--- config.mk ---
export PLATFORM = sky130hd
export DESIGN_NAME = uart_tx_serializer_flat
export DESIGN_NICKNAME = d
export VERILOG_FILES = /design/src/rtl/uart_tx_serializer_if.sv /design/src/rtl/uart_tx_serializer.sv /design/src/flat_wrapper.sv
export SDC_FILE = /design/constraint.sdc
export NUM_CORES = 1
export LEC_CHECK = 0
export BUFFER_PORTS_ARGS = -buffer_cell sky130_fd_sc_hd__buf_2
export CAP_MARGIN = 10
export CORE_MARGIN = 5
export CORE_UTILIZATION = 51
export CTS_CLUSTER_DIAMETER = 100
export CTS_CLUSTER_SIZE = 14
export DETAILED_ROUTE_END_ITERATION = 12
export PLACE_DENSITY_LB_ADDON = 0.08
export SYNTH_ARGS = -nofsm -noshare
export SYNTH_HDL_FRONTEND = slang
export SYNTH_SLANG_ARGS = --single-unit
--- constraint.sdc ---
create_clock -name clk_in -period 1.9 [get_ports clk_in]
set_clock_uncertainty 0.05 [all_clocks]
set_input_delay 0.095 -clock clk_in [delete_from_list [all_inputs] [get_ports clk_in]]
set_output_delay 0.095 -clock clk_in [all_outputs]
set_load 0.01 [all_outputs]
--- src/rtl/uart_tx_serializer_if.sv ---
// Byte-in / serial-out bundle between a byte producer and the UART transmitter.
// The producer holds the master modport; the transmitter holds the slave modport.
interface uart_tx_serializer_if;
  logic [7:0] data_in;
  logic       enable_in;
  logic       tx_out;
  logic       busy_out;
  logic       tick_out;

  modport master (
    output data_in,
    output enable_in,
    input  tx_out,
    input  busy_out,
    input  tick_out
  );

  modport slave (
    input  data_in,
    input  enable_in,
    output tx_out,
    output busy_out,
    output tick_out
  );
endinterface

--- src/rtl/uart_tx_serializer.sv ---
// 8N1 UART transmitter with a built-in oversample tick divider.
//
// state   | meaning
// S_IDLE  | line high, waiting for enable_in
// S_START | driving the start bit (0)
// S_DATA  | driving data bits LSB first, bit_idx_q selects which one
// S_STOP  | driving the stop bit (1)
module uart_tx_serializer #(
  parameter int BAUDRATE_HZ = 115_200,
  parameter int CLK_HZ      = 100_000_000,
  parameter int SAMPLE_RATE = 16
) (
  input  logic                clk_in,
  input  logic                rst_in,
  uart_tx_serializer_if.slave bus
);

  localparam longint TICK_HZ = longint'(BAUDRATE_HZ) * longint'(SAMPLE_RATE);
  localparam longint DIV_RAW = (longint'(CLK_HZ) + TICK_HZ / 2) / TICK_HZ;
  localparam int     DIV     = (DIV_RAW < 1) ? 1 : int'(DIV_RAW);
  localparam int     DIV_W   = (DIV > 1) ? $clog2(DIV) : 1;
  localparam int     SR_W    = (SAMPLE_RATE > 1) ? $clog2(SAMPLE_RATE) : 1;

  localparam logic [DIV_W-1:0] DIV_LAST = DIV_W'(DIV - 1);
  localparam logic [SR_W-1:0]  SR_LAST  = SR_W'(SAMPLE_RATE - 1);

  typedef enum logic [1:0] {S_IDLE, S_START, S_DATA, S_STOP} state_t;

  state_t           state_q, state_d;
  logic [DIV_W-1:0] div_q, div_d;
  logic [SR_W-1:0]  tick_cnt_q, tick_cnt_d;
  logic [2:0]       bit_idx_q, bit_idx_d;
  logic [7:0]       shift_q, shift_d;
  logic             tx_q, tx_d;
  logic             tick;
  logic             bit_end;

  always_ff @(posedge clk_in or posedge rst_in) begin
    if (rst_in) begin
      state_q    <= S_IDLE;
      div_q      <= '0;
      tick_cnt_q <= '0;
      bit_idx_q  <= '0;
      shift_q    <= '0;
      tx_q       <= 1'b1;
    end else begin
      state_q    <= state_d;
      div_q      <= div_d;
      tick_cnt_q <= tick_cnt_d;
      bit_idx_q  <= bit_idx_d;
      shift_q    <= shift_d;
      tx_q       <= tx_d;
    end
  end

  always_comb begin
    tick       = (div_q == DIV_LAST);
    bit_end    = tick && (tick_cnt_q == SR_LAST);
    div_d      = tick ? '0 : div_q + DIV_W'(1);
    state_d    = state_q;
    tick_cnt_d = tick_cnt_q;
    bit_idx_d  = bit_idx_q;
    shift_d    = shift_q;
    tx_d       = tx_q;

    if (state_q == S_IDLE) begin
      tx_d = 1'b1;
      if (bus.enable_in) begin
        // Restart the divider here so every bit edge is an exact multiple of DIV from acceptance.
        shift_d    = bus.data_in;
        tx_d       = 1'b0;
        state_d    = S_START;
        div_d      = '0;
        tick_cnt_d = '0;
        bit_idx_d  = '0;
      end
    end else begin
      if (tick) begin
        tick_cnt_d = bit_end ? '0 : tick_cnt_q + SR_W'(1);
      end
      case (state_q)
        S_START: begin
          if (bit_end) begin
            tx_d      = shift_q[0];
            state_d   = S_DATA;
            bit_idx_d = '0;
          end
        end
        S_DATA: begin
          if (bit_end) begin
            if (bit_idx_q == 3'd7) begin
              tx_d    = 1'b1;
              state_d = S_STOP;
            end else begin
              bit_idx_d = bit_idx_q + 3'd1;
              shift_d   = {1'b0, shift_q[7:1]};
              tx_d      = shift_q[1];
            end
          end
        end
        S_STOP: begin
          if (bit_end) begin
            tx_d    = 1'b1;
            state_d = S_IDLE;
          end
        end
        default: begin
          state_d = S_IDLE;
          tx_d    = 1'b1;
        end
      endcase
    end
  end

  assign bus.tx_out   = tx_q;
  assign bus.busy_out = (state_q != S_IDLE);
  assign bus.tick_out = tick;

endmodule

--- src/flat_wrapper.sv ---
// flat-port wrapper written by rule: the top's interface ports become plain ports
module uart_tx_serializer_flat 
#(
  parameter int BAUDRATE_HZ = 115_200,
  parameter int CLK_HZ      = 100_000_000,
  parameter int SAMPLE_RATE = 16
)
  (clk_in, rst_in, bus_data_in, bus_enable_in, bus_tx_out, bus_busy_out, bus_tick_out);
  uart_tx_serializer_if bus_i ();
  input  logic clk_in;
  input  logic rst_in;
  input wire logic [$bits(bus_i.data_in)-1:0] bus_data_in;
  input wire logic [$bits(bus_i.enable_in)-1:0] bus_enable_in;
  output wire logic [$bits(bus_i.tx_out)-1:0] bus_tx_out;
  output wire logic [$bits(bus_i.busy_out)-1:0] bus_busy_out;
  output wire logic [$bits(bus_i.tick_out)-1:0] bus_tick_out;
  assign bus_i.data_in = bus_data_in;
  assign bus_i.enable_in = bus_enable_in;
  assign bus_tx_out = bus_i.tx_out;
  assign bus_busy_out = bus_i.busy_out;
  assign bus_tick_out = bus_i.tick_out;
  uart_tx_serializer #(.BAUDRATE_HZ(BAUDRATE_HZ), .CLK_HZ(CLK_HZ), .SAMPLE_RATE(SAMPLE_RATE)) u_core (.clk_in(clk_in), .rst_in(rst_in), .bus(bus_i));
endmodule
==> impl_table.tex, run 1 <==
\begin{tabular}{lr}
\hline
Metric & Value \\
\hline
\multicolumn{2}{l}{\textbf{Setup path}} \\
Crit path largest cell delay & 0.47 ns \\
Arrival time at the worst endpoint & 2.25 ns \\
Crit Path Max Fanout & 5 \\
Cell with the largest stage delay on the worst path & sky130\_fd\_sc\_hd\_\_or4\_4 \\
Req. time, crit path & 2.08 ns \\
Startpoint Class & flip-flop \\
CP Class & flip-flop to flip-flop \\
Crit-path leading delay family & simple AND/OR/NAND/NOR gates \\
Buffering stage count on the worst path with inverters included & 0 \\
Critical Path, Cell by Cell & ha\_2, ha\_4, or3b\_4, or4\_4, o22a\_1, o21a\_1 \\
Worst Setup End Kind & flip-flop \\
\multicolumn{2}{l}{\textbf{Power and ir drop}} \\
Power density over the cells & 1350 nW/um2 \\
Worst supply voltage drop on vdd & 0.00100 V \\
Leakage power & 0.806 nW \\
Tot Pwr & 2.35 mW \\
\multicolumn{2}{l}{\textbf{Status}} \\
Violated checks & setup timing \\
Run status & finished, violations left \\
\multicolumn{2}{l}{\textbf{Finish}} \\
Area of combinational cells with multiple inputs & 763 um2 \\
Antenna diode count & 0 \\
Utilization of the core after routing & 70.3\% \\
Net total in the final layout & 190 \\
Design Area, Final & 1740 um2 \\
Sequential Area & 602 um2 \\
Fillers & 201 \\
Relative area change from synthesis to final layout & 32.4\% \\
Share of cells above drive strength 1 & 34.1\% \\
Number of standard cells in the layout, taps in and fillers out & 197 \\
\multicolumn{2}{l}{\textbf{Floorplan}} \\
Area of the die & 3690 um2 \\
Die H & 60.8 um \\
Number of placed I/O pins & 14 \\
Standard-cell row count & 18 \\
Die width & 60.8 um \\
Floorplan Core Area & 2480 um2 \\
Starting density of the core & 53.1\% \\
\multicolumn{2}{l}{\textbf{Min path}} \\
Kind of path behind the tightest hold check & primary input to flip-flop \\
\multicolumn{2}{l}{\textbf{Route}} \\
Iter 0 DRT Violations & 16 \\
Final wirelength & 2.88 mm \\
Number of nets with antenna violations after detailed routing & 0 \\
Total via count in the routed design & 1062 \\
Remaining design rule violation count & 0 \\
Count of TritonRoute iterations in the first routing pass & 4 \\
Vias per cell & 5.39 \\
Post-detailed-route wirelength per cell & 14.6 um \\
\multicolumn{2}{l}{\textbf{Synth}} \\
Gate count after technology mapping & 130 \\
Number of flip-flops and latches in the synthesized netlist & 24 \\
Average cell area after synthesis & 10.1 um2 \\
Synthesis Warnings & 0 \\
Leading cell types by count after synthesis & sky130\_fd\_sc\_hd\_\_dfrtp\_1 (23), sky130\_fd\_sc\_hd\_\_nand2\_1 (12), sky130\_fd\_sc\_hd\_\_ha\_1 (11) \\
Ys flop type & sky130\_fd\_sc\_hd\_\_dfrtp\_1 \\
Number of flops mapped to enable cells by yosys & 0 \\
Portion of the post-synthesis area used by sequential elements & 45.8\% \\
Number of nets in the synthesized netlist & 152 \\
Library cell occupying the most area in the post-synthesis netlist & sky130\_fd\_sc\_hd\_\_dfrtp\_1 \\
Count of cell types in the netlist & 34 \\
Portion of synthesized cell area occupied by the leading cell type & 43.8\% \\
Asr flop ratio synth & 100\% \\
Dominant cells by area after synthesis & sky130\_fd\_sc\_hd\_\_dfrtp\_1 (44\%), sky130\_fd\_sc\_hd\_\_ha\_1 (10\%), sky130\_fd\_sc\_hd\_\_o22a\_1 (4.7\%) \\
Mapped cell area & 1320 um2 \\
Most common cell in the netlist & sky130\_fd\_sc\_hd\_\_dfrtp\_1 \\
\multicolumn{2}{l}{\textbf{Clock network}} \\
Clock latency of the later-clocked register in the worst-skew pair & 0.32 ns \\
Num Clock Sinks & 24 \\
Register clock-pin slew on the reported worst setup and hold paths & 0.14 ns \\
CTS Root Buffer Type & sky130\_fd\_sc\_hd\_\_clkbuf\_4 \\
Maximum root-to-sink buffer count & 2 \\
H-tree level count & 1 \\
Clock buffer count from CTS & 3 \\
Clock tree from TritonCTS & built \\
\multicolumn{2}{l}{\textbf{Placed design}} \\
Placed Cells & 186 \\
Final HPWL from detailed placement & 1.96 mm \\
Cell area reported after detailed placement & 1550 um2 \\
Pre-CTS setup slack & -0.245 ns \\
Number of port buffers & 13 \\
Last weighted congestion value of the routability-driven placer & 0.753 \\
\multicolumn{2}{l}{\textbf{Timing}} \\
Final Hold Violating Endpoints & 0 \\
Peak Freq & 482 MHz \\
Period Utilization, post-route & 109\% \\
Max transition margin & 69.7\% \\
RSZ-0062 raised after global routing & true \\
Worst-Margin Slew & 0.453 ns \\
Setup violators final & 8 \\
WHS & 0.0508 ns \\
Setup Total Neg Slack & -1.16 ns \\
Time the worst path needs with I/O delays and setup & 2.07 ns \\
Worst setup margin & -0.173 ns \\
Final count of pins violating max slew & 0 \\
\multicolumn{2}{l}{\textbf{Global route}} \\
Antenna violations before repair & 0 \\
First-pass GRT wire length & 4.71 mm \\
GRT overflow & 0 \\
Vias in the first global route & 1155 \\
All-layer global routing usage & 17.1\% \\
Largest net degree at the start of global routing & 25 \\
\multicolumn{2}{l}{\textbf{Job}} \\
Max\_cap viols & 0 \\
\hline
\end{tabular}
timing repair:
item | in CTS | in global routing
pin swaps | 0 | 4
buffers inserted | 1 | 3
hold buffers | 3 | 0
gates cloned | 0 | 1
hold endpoints to repair | 24 | 0
endpoints found under the setup margin | 9 | 14
gates resized for setup | 5 | 15
path summary, 6_finish.rpt:
check	from	endpoint	slack (ns)	cells past startpoint
setup / recovery	u_core.bit_idx_q[0]	u_core.shift_q[0]	-0.17	6
hold / removal	bus_data_in[3]	u_core.shift_q[3]	0.05	3
setup reg to reg	u_core.bit_idx_q[0]	u_core.shift_q[0]	-0.17	6
hold reg to reg	u_core.shift_q[4]	u_core.shift_q[4]	0.46	1
max in group asynchronous	rst_in	u_core.bus.tx_out	1.20	4
min in group asynchronous	rst_in	u_core.tick_cnt_q[0]	0.31	4
worst register-to-register path, delay by kind of cell (launching register included):
| kind | cells | cell delay (ns) |
|---|---|---|
| and+or+nand+nor | 2 | 0.86 |
| DFF | 1 | 0.40 |
| adders and majority gates | 2 | 0.36 |
| AOI/OAI and AO/OA | 2 | 0.30 |
logic make-up (layout without fill, tap and decap cells):
kind of cell / count (synthesis) / after routing / synth area share, %
AND/OR/NAND/NOR: 41 / 42 / 15.6
AO/OA/AOI/OAI: 30 / 30 / 16.4
flip-flops: 24 / 24 / 45.8
buffers and inverters: 13 / 49 / 3.81
adder cells (fa/ha/maj): 11 / 11 / 10.5
multiplexers: 6 / 6 / 4.66
XOR/XNOR: 5 / 5 / 3.33
placed cells by master (no fill, tap or decap), drive strengths merged, types with 4 or more instances in the layout:
master,netlist,routed
buf,1,33
o21a,8,8
mux2i,5,5
nand3,7,7
nand2,13,13
nor2,10,10
inv,9,9
ha,11,11
o21ai,5,5
a21oi,4,4
dfrtp,23,23
o22a,7,7
layout make-up:
type | instances | share of cell area [%]
clock inverter | 1 | 1.72
sequential | 24 | 34.6
multi-input combinational | 94 | 43.8
tap | 30 | 2.16
timing repair buffer | 36 | 14.5
clock buffer | 3 | 1.29
inverter | 9 | 1.94
metal layers:
metal | routed length (um) | global-route usage, % | up-vias
met5 | 0 | 0 | -
met4 | 36 | 8.05 | 0
met3 | 75 | 2.55 | 4
met2 | 1440 | 31.0 | 10
met1 | 1330 | 19.7 | 510
li1 | - | - | 538
sequential cells by signal, summed over array words and instances, names as in the netlist:
register           count
u_core.tick_cnt_q      4
u_core.div_q           6
u_core.shift_q         8
u_core.bit_idx_q       3
u_core.state_q         2
u_core.bus.tx_out      1
power breakdown:
| group | total, mW | internal [mW] | switching (mW) |
|---|---|---|---|
| Clock | 0.375 | 0.213 | 0.162 |
| Sequential | 0.817 | 0.686 | 0.130 |
| Combinational | 1.16 | 0.616 | 0.546 |
| Total | 2.35 | 1.52 | 0.838 |
Note: power is estimated with default switching activity, not from simulation.
==> inputs of run 2 (changes only) <==
--- a/config.mk
+++ b/config.mk
@@ -13,6 +13,7 @@
 export CTS_CLUSTER_SIZE = 14
 export DETAILED_ROUTE_END_ITERATION = 12
 export PLACE_DENSITY_LB_ADDON = 0.08
+export RECOVER_POWER = 25
 export SYNTH_ARGS = -nofsm -noshare
 export SYNTH_HDL_FRONTEND = slang
 export SYNTH_SLANG_ARGS = --single-unit
==> impl_table.tex, run 2 (same netlist as run 1, synthesis figures left out) <==
\begin{tabular}{lr}
\hline
Metric & Value \\
\hline
\multicolumn{2}{l}{\textbf{Status}} \\
Run status & finished, violations left \\
Violated checks & setup timing \\
\multicolumn{2}{l}{\textbf{Placed design}} \\
Cell area reported after detailed placement & 1550 um2 (unchanged) \\
Placed Cells & 186 (unchanged) \\
Final HPWL from detailed placement & 1.96 mm (unchanged) \\
Number of port buffers & 13 (unchanged) \\
Last weighted congestion value of the routability-driven placer & 0.753 (unchanged) \\
\multicolumn{2}{l}{\textbf{Floorplan}} \\
Floorplan Core Area & 2480 um2 (unchanged) \\
Die width & 60.8 um (unchanged) \\
Number of placed I/O pins & 14 (unchanged) \\
Standard-cell row count & 18 (unchanged) \\
Starting density of the core & 53.1\% (unchanged) \\
Area of the die & 3690 um2 (unchanged) \\
Die H & 60.8 um (unchanged) \\
\multicolumn{2}{l}{\textbf{Route}} \\
Iter 0 DRT Violations & 16 (unchanged) \\
Number of nets with antenna violations after detailed routing & 0 (unchanged) \\
Post-detailed-route wirelength per cell & 14.6 um (+0.14\%) \\
Vias per cell & 5.38 (-0.19\%) \\
Final wirelength & 2.89 mm (+0.14\%) \\
Total via count in the routed design & 1060 (-0.19\%) \\
Remaining design rule violation count & 0 (unchanged) \\
Count of TritonRoute iterations in the first routing pass & 4 (unchanged) \\
\multicolumn{2}{l}{\textbf{Job}} \\
Max\_cap viols & 0 (unchanged) \\
\multicolumn{2}{l}{\textbf{Setup path}} \\
Cell with the largest stage delay on the worst path & sky130\_fd\_sc\_hd\_\_or4\_4 \\
Startpoint Class & flip-flop \\
Launch point of the critical path & u\_core.bit\_idx\_q[0] \\
Crit path to & u\_core.shift\_q[0] \\
Crit-path leading delay family & simple AND/OR/NAND/NOR gates \\
Crit Path Max Fanout & 5 (unchanged) \\
Crit path largest cell delay & 0.47 ns (about the same) \\
Buffering stage count on the worst path with inverters included & 0 (unchanged) \\
Worst reg2reg startpoint & u\_core.bit\_idx\_q[0] \\
Req. time, crit path & 2.08 ns (about the same) \\
End of the worst register-to-register path & u\_core.shift\_q[0] \\
CP Class & flip-flop to flip-flop \\
Arrival time at the worst endpoint & 2.25 ns (about the same) \\
Setup slack, reg-to-reg & -0.17 ns (about the same) \\
Worst Setup End Kind & flip-flop \\
R2R cell count & 6 (unchanged) \\
Levels on crit path & 6 (unchanged) \\
Critical Path, Cell by Cell & ha\_2, ha\_4, or3b\_4, or4\_4, o22a\_1, o21a\_1 \\
\multicolumn{2}{l}{\textbf{Clock network}} \\
H-tree level count & 1 (unchanged) \\
Register clock-pin slew on the reported worst setup and hold paths & 0.14 ns (about the same) \\
Num Clock Sinks & 24 (unchanged) \\
Clock latency of the later-clocked register in the worst-skew pair & 0.32 ns (about the same) \\
Clock buffer count from CTS & 3 (unchanged) \\
Clock tree from TritonCTS & built \\
Maximum root-to-sink buffer count & 2 (unchanged) \\
CTS Root Buffer Type & sky130\_fd\_sc\_hd\_\_clkbuf\_4 \\
\multicolumn{2}{l}{\textbf{Power and ir drop}} \\
Worst supply voltage drop on vdd & 0.00100 V (about the same) \\
Combinational share of power & 49.4\% (about the same) \\
Cell internal pwr & 1.51 mW (about the same) \\
Leakage power & 0.803 nW (-0.45\%) \\
Power density over the cells & 1350 nW/um2 (+0.18\%) \\
Portion of total power attributed to sequential cells & 34.7\% (about the same) \\
Proportion of total power due to net switching & 35.6\% (about the same) \\
Clock network fraction of design power & 15.9\% (about the same) \\
Switching power total & 0.838 mW (about the same) \\
\multicolumn{2}{l}{\textbf{Min path}} \\
Kind of path behind the tightest hold check & primary input to flip-flop \\
\multicolumn{2}{l}{\textbf{Global route}} \\
Antenna violations before repair & 0 (unchanged) \\
All-layer global routing usage & 17.1\% (unchanged) \\
Largest net degree at the start of global routing & 25 (unchanged) \\
First-pass GRT wire length & 4.71 mm (unchanged) \\
Vias in the first global route & 1155 (unchanged) \\
GRT overflow & 0 (unchanged) \\
\multicolumn{2}{l}{\textbf{Timing}} \\
Period Utilization, post-route & 109\% (about the same) \\
Peak Freq & 482 MHz (about the same) \\
Worst setup margin & -0.173 ns (-0.0000620 ns) \\
Setup Total Neg Slack & -1.16 ns (-0.000440 ns) \\
Setup violators final & 8 (unchanged) \\
RSZ-0062 raised after global routing & true \\
Final Hold Violating Endpoints & 0 (unchanged) \\
Time the worst path needs with I/O delays and setup & 2.07 ns (+0.0000620 ns) \\
Worst-Margin Slew & 1.29 ns (+0.840 ns) \\
Max transition margin & 13.8\% (-56 points) \\
Final count of pins violating max slew & 0 (unchanged) \\
\multicolumn{2}{l}{\textbf{Finish}} \\
Share of cells above drive strength 1 & 33.5\% (-0.60 points) \\
Largest register FFs & 8 (unchanged) \\
Net total in the final layout & 190 (unchanged) \\
Antenna diode count & 0 (unchanged) \\
Relative area change from synthesis to final layout & 32.2\% \\
Design Area, Final & 1740 um2 (-0.22\%) \\
Highest-count cells in the layout ignoring fill and taps & sky130\_fd\_sc\_hd\_\_dfrtp\_1 (23), sky130\_fd\_sc\_hd\_\_buf\_4 (17), sky130\_fd\_sc\_hd\_\_buf\_2 (13) \\
Most common library cell in the layout ignoring fill and taps & sky130\_fd\_sc\_hd\_\_dfrtp\_1 \\
Number of standard cells in the layout, taps in and fillers out & 197 (unchanged) \\
Largest registers & u\_core.shift\_q x8, u\_core.div\_q x6, u\_core.tick\_cnt\_q x4 \\
Register name with the most flops & u\_core.shift\_q \\
\hline
\end{tabular}
## run 2: changes by cell type in the layout (fill, tap and decap cells not counted)
cell and delta:
sky130_fd_sc_hd__buf_4 -1, sky130_fd_sc_hd__clkbuf_1 +1
## run 2: through the flow
stage          util, %  power (mW)  setup slack [ns]  hold slack [ns]
2_1_floorplan        -        1.42            -0.139           0.0589
3_3_place_gp      62.4        1.75            -0.183            0.103
3_5_place_dp      62.4        1.79            -0.245            0.109
4_1_cts           66.6        2.21            -0.237           0.0458
5_1_grt           70.2        2.53            -0.230           0.0388
6_report          70.2        2.35            -0.173           0.0508
## run 2: worst min path at each step
stage | cells after the start | endpoint | slack (ns) | from
2_1_floorplan | 1 | u_core.bit_idx_q[0] | 0.06 | rst_in
3_3_place_gp | 3 | u_core.tick_cnt_q[2] | 0.10 | rst_in
3_5_place_dp | 3 | u_core.tick_cnt_q[2] | 0.11 | rst_in
4_1_cts | 3 | u_core.shift_q[3] | 0.05 | bus_data_in[3]
5_1_grt | 3 | u_core.shift_q[3] | 0.04 | bus_data_in[3]
6_report | 3 | u_core.shift_q[3] | 0.05 | bus_data_in[3]
## run 2: routing by layer
| layer | global-route usage, % | up-vias | wire length [um] |
|---|---|---|---|
| met4 | 8.05 | 0 | 36 |
| li1 | - | 537 | - |
| met2 | 31.0 | 10 | 1440 |
| met1 | 19.7 | 509 | 1330 |
| met5 | 0 | - | 0 |
| met3 | 2.55 | 4 | 75 |
## run 2: what timing repair did
action | 4_1_cts | 5_1_grt
buffers inserted | 1 | 3
setup endpoints to repair | 9 | 14
hold buffers | 3 | 0
endpoints found under the hold margin | 24 | 0
pin swaps | 0 | 4
gates resized for setup | 5 | 15
cloned | 0 | 1
## run 2: layout make-up
cell class,count,area [um2]
clock buffers,3,22.5
well taps,30,37.5
inverters,9,33.8
flip-flops and latches,24,602
multi-input cells,94,763
clock inverters,1,30.0
fillers,201,739
repair buffers,36,249
## run 2: power groups by stage
stage               Combinational [mW]  Clock [mW]  Sequential (mW)
finish                            1.16       0.375            0.817
detailed placement               0.981           0            0.811
CTS                               1.03       0.384            0.796
global placement                 0.948           0            0.801
floorplan                        0.627           0            0.795
global route                      1.29       0.408            0.838
## run 2: worst min-delay path: cells and delay by family
family	cells	cell delay [ns]
compound gates	2	0.22
buf+inv	1	0.08
==> inputs of run 3 (changes only) <==
--- a/config.mk
+++ b/config.mk
@@ -5,10 +5,11 @@
 export SDC_FILE = /design/constraint.sdc
 export NUM_CORES = 1
 export LEC_CHECK = 0
+export ABC_AREA = 1
 export BUFFER_PORTS_ARGS = -buffer_cell sky130_fd_sc_hd__buf_2
 export CAP_MARGIN = 10
 export CORE_MARGIN = 5
-export CORE_UTILIZATION = 51
+export CORE_UTILIZATION = 52
 export CTS_CLUSTER_DIAMETER = 100
 export CTS_CLUSTER_SIZE = 14
 export DETAILED_ROUTE_END_ITERATION = 12
==> impl_table.tex, run 3 <==
\begin{tabular}{lr}
\hline
Metric & Value \\
\hline
\multicolumn{2}{l}{\textbf{Status}} \\
Run status & finished clean \\
\multicolumn{2}{l}{\textbf{Power and ir drop}} \\
Leakage power & 0.844 nW (+5.2\%) \\
Worst supply voltage drop on vdd & 0.000885 V (-12\%) \\
Power density over the cells & 1280 nW/um2 (-5.7\%) \\
\multicolumn{2}{l}{\textbf{Setup path}} \\
CP Class & flip-flop to flip-flop \\
Worst Setup End Kind & flip-flop \\
Critical Path, Cell by Cell & inv\_1, ha\_1, inv\_8, nand2\_8, nor2\_1, nor3\_2, nand2\_1, nand2\_1, nand2\_1 \\
Arrival time at the worst endpoint & 1.86 ns (-0.39 ns) \\
Crit Path Max Fanout & 6 (+1) \\
Startpoint Class & flip-flop \\
CP dominant cell by count & sky130\_fd\_sc\_hd\_\_nand2\_1 \\
Req. time, crit path & 2.06 ns (-0.02 ns) \\
Cell with the largest stage delay on the worst path & sky130\_fd\_sc\_hd\_\_dfrtp\_1 \\
Crit path largest cell delay & 0.45 ns (-0.02 ns) \\
\multicolumn{2}{l}{\textbf{Finish}} \\
Highest-count cells in the layout ignoring fill and taps & sky130\_fd\_sc\_hd\_\_nand2\_1 (48), sky130\_fd\_sc\_hd\_\_inv\_1 (28), sky130\_fd\_sc\_hd\_\_dfrtp\_1 (23) \\
Register name with the most flops & u\_core.shift\_q \\
Net total in the final layout & 225 (+18\%) \\
Most common library cell in the layout ignoring fill and taps & sky130\_fd\_sc\_hd\_\_nand2\_1 \\
Area of combinational cells with multiple inputs & 727 um2 (-4.8\%) \\
Sequential Area & 602 um2 (unchanged) \\
Largest registers & u\_core.shift\_q x8, u\_core.div\_q x6, u\_core.tick\_cnt\_q x4 \\
Design Area, Final & 1600 um2 (-8.1\%) \\
Fillers & 260 (+29\%) \\
Largest register FFs & 8 (unchanged) \\
Antenna diode count & 0 (unchanged) \\
Relative area change from synthesis to final layout & 8.31\% \\
Share of cells above drive strength 1 & 17.3\% (-16 points) \\
\multicolumn{2}{l}{\textbf{Global route}} \\
GRT overflow & 0 (unchanged) \\
Largest net degree at the start of global routing & 25 (unchanged) \\
Vias in the first global route & 1226 (+6.1\%) \\
All-layer global routing usage & 15.6\% (-1.6 points) \\
First-pass GRT wire length & 5.23 mm (+11\%) \\
Antenna violations before repair & 0 (unchanged) \\
\multicolumn{2}{l}{\textbf{Route}} \\
Vias per cell & 5.00 (-7.0\%) \\
Iter 0 DRT Violations & 77 (+61) \\
Final wirelength & 2.68 mm (-7.0\%) \\
Total via count in the routed design & 1166 (+10\%) \\
Remaining design rule violation count & 0 (unchanged) \\
Count of TritonRoute iterations in the first routing pass & 4 (unchanged) \\
Post-detailed-route wirelength per cell & 11.5 um (-21\%) \\
Number of nets with antenna violations after detailed routing & 0 (unchanged) \\
\multicolumn{2}{l}{\textbf{Timing}} \\
Period Utilization, post-route & 89.2\% (-20 points) \\
Final Hold Violating Endpoints & 0 (unchanged) \\
Setup Total Neg Slack & 0 ns (+1.16 ns) \\
Final count of pins violating max slew & 0 (unchanged) \\
Time the worst path needs with I/O delays and setup & 1.69 ns (-0.379 ns) \\
Worst setup margin & 0.206 ns (+0.379 ns) \\
Setup violators final & 0 (-8) \\
Worst-Margin Slew & 0.597 ns (-0.696 ns) \\
Peak Freq & 590 MHz (+22\%) \\
Max transition margin & 60.2\% (+46 points) \\
RSZ-0062 raised after global routing & false \\
\multicolumn{2}{l}{\textbf{Min path}} \\
Kind of path behind the tightest hold check & primary input to flip-flop \\
\multicolumn{2}{l}{\textbf{Clock network}} \\
H-tree level count & 1 (unchanged) \\
CTS Root Buffer Type & sky130\_fd\_sc\_hd\_\_clkbuf\_4 \\
Register clock-pin slew on the reported worst setup and hold paths & 0.14 ns (about the same) \\
Clock buffer count from CTS & 3 (unchanged) \\
Num Clock Sinks & 24 (unchanged) \\
CTS Hold Bufs & 1 (-2) \\
Post-cts repair resize count & 0 (-5) \\
Clock latency of the later-clocked register in the worst-skew pair & 0.31 ns (about the same) \\
Postcts setup bufs & 0 (-1) \\
Maximum root-to-sink buffer count & 2 (unchanged) \\
Clock tree from TritonCTS & built \\
\multicolumn{2}{l}{\textbf{Floorplan}} \\
Starting density of the core & 54.0\% (+0.88 points) \\
Area of the die & 4000 um2 (+8.3\%) \\
Standard-cell row count & 19 (+1) \\
Die width & 63.3 um (+4.1\%) \\
Die H & 63.3 um (+4.1\%) \\
Floorplan Core Area & 2730 um2 (+10\%) \\
Number of placed I/O pins & 14 (unchanged) \\
\multicolumn{2}{l}{\textbf{Synth}} \\
Number of flops mapped to enable cells by yosys & 0 (unchanged) \\
Average cell area after synthesis & 7.97 um2 (-21\%) \\
Most common cell in the netlist & sky130\_fd\_sc\_hd\_\_nand2\_1 \\
Mapped cell area & 1480 um2 (+12\%) \\
Portion of synthesized cell area occupied by the leading cell type & 39.0\% (-4.8 points) \\
Synthesis Warnings & 0 (unchanged) \\
Leading cell types by count after synthesis & sky130\_fd\_sc\_hd\_\_nand2\_1 (48), sky130\_fd\_sc\_hd\_\_inv\_1 (28), sky130\_fd\_sc\_hd\_\_dfrtp\_1 (23) \\
Library cell occupying the most area in the post-synthesis netlist & sky130\_fd\_sc\_hd\_\_dfrtp\_1 \\
Dominant cells by area after synthesis & sky130\_fd\_sc\_hd\_\_dfrtp\_1 (39\%), sky130\_fd\_sc\_hd\_\_nand2\_1 (12\%), sky130\_fd\_sc\_hd\_\_ha\_1 (9.3\%) \\
Ys flop type & sky130\_fd\_sc\_hd\_\_dfrtp\_1 \\
Portion of the post-synthesis area used by sequential elements & 40.8\% (-5.0 points) \\
Gate count after technology mapping & 185 (+42\%) \\
Number of nets in the synthesized netlist & 207 (+36\%) \\
Count of cell types in the netlist & 29 (-15\%) \\
Asr flop ratio synth & 100\% (unchanged) \\
Number of flip-flops and latches in the synthesized netlist & 24 (unchanged) \\
\multicolumn{2}{l}{\textbf{Placed design}} \\
Last weighted congestion value of the routability-driven placer & 0.878 (+17\%) \\
Cell area reported after detailed placement & 1560 um2 (+1.1\%) \\
Number of port buffers & 13 (unchanged) \\
Pre-CTS setup slack & 0.217 ns (+0.462 ns) \\
Final HPWL from detailed placement & 2.05 mm (+4.4\%) \\
\multicolumn{2}{l}{\textbf{Job}} \\
Max\_cap viols & 0 (unchanged) \\
\hline
\end{tabular}
## run 3: path summary, 6_finish.rpt
path                                     start  cells after the start  slack (ns)                   to
hold reg to reg            u_core.bit_idx_q[1]                      2        0.46  u_core.bit_idx_q[1]
max in group asynchronous               rst_in                      4        1.00    u_core.state_q[1]
setup / recovery             u_core.state_q[0]                      9        0.21  u_core.bit_idx_q[2]
hold / removal                  bus_data_in[7]                      5        0.05    u_core.shift_q[7]
setup reg to reg             u_core.state_q[0]                      9        0.21  u_core.bit_idx_q[2]
min in group asynchronous               rst_in                      4        0.40      u_core.div_q[5]
## run 3: power breakdown
group	total, mW	internal (mW)	switching (mW)
combinational	1.02	0.376	0.643
clock	0.235	0.0818	0.153
sequential	0.787	0.678	0.109
## run 3: metrics by stage
step / power [mW] / utilization, % / cells / hold WS, ns
2_1_floorplan: 1.64 / - / 185 / 0.0589
3_3_place_gp: 1.78 / 57.2 / 228 / 0.101
3_5_place_dp: 1.82 / 57.2 / 228 / 0.119
4_1_cts: 2.06 / 58.5 / 233 / 0.0402
5_1_grt: 2.27 / 58.4 / 233 / 0.0427
6_report: 2.04 / 58.4 / 233 / 0.0478
## run 3: cells by family after synthesis
family | after synthesis | share of synthesized area [%]
AOI/OAI and AO/OA | 20 | 7.46
xor gates and xnor gates | 3 | 1.78
adders and majority gates | 11 | 9.33
buffers and inverters | 32 | 9.92
DFF | 24 | 40.8
and+or+nand+nor | 95 | 30.7
## run 3: worst max-delay path: cells and delay by family, from the launching register on
| family | cells | cell delay (ns) |
|---|---|---|
| flops | 1 | 0.45 |
| fa+ha+maj | 1 | 0.32 |
| simple gates | 6 | 0.58 |
| buf+inv | 2 | 0.20 |
## run 3: final cells by class
type | instances | area share [%]
clock buffer | 4 | 1.64
inverter | 29 | 7.28
multi-input combinational | 129 | 45.5
sequential | 24 | 37.7
tap | 31 | 2.43
timing repair buffer | 16 | 5.48
## run 3: per-layer routing
layer  up-vias  share of wire (%)  GRT usage (%)
li1        608                  -              -
met1       546                 44           20.2
met2        10                 53           27.4
met4         0               0.78           3.12
met5         -                  0              0
met3         2                2.3           2.31
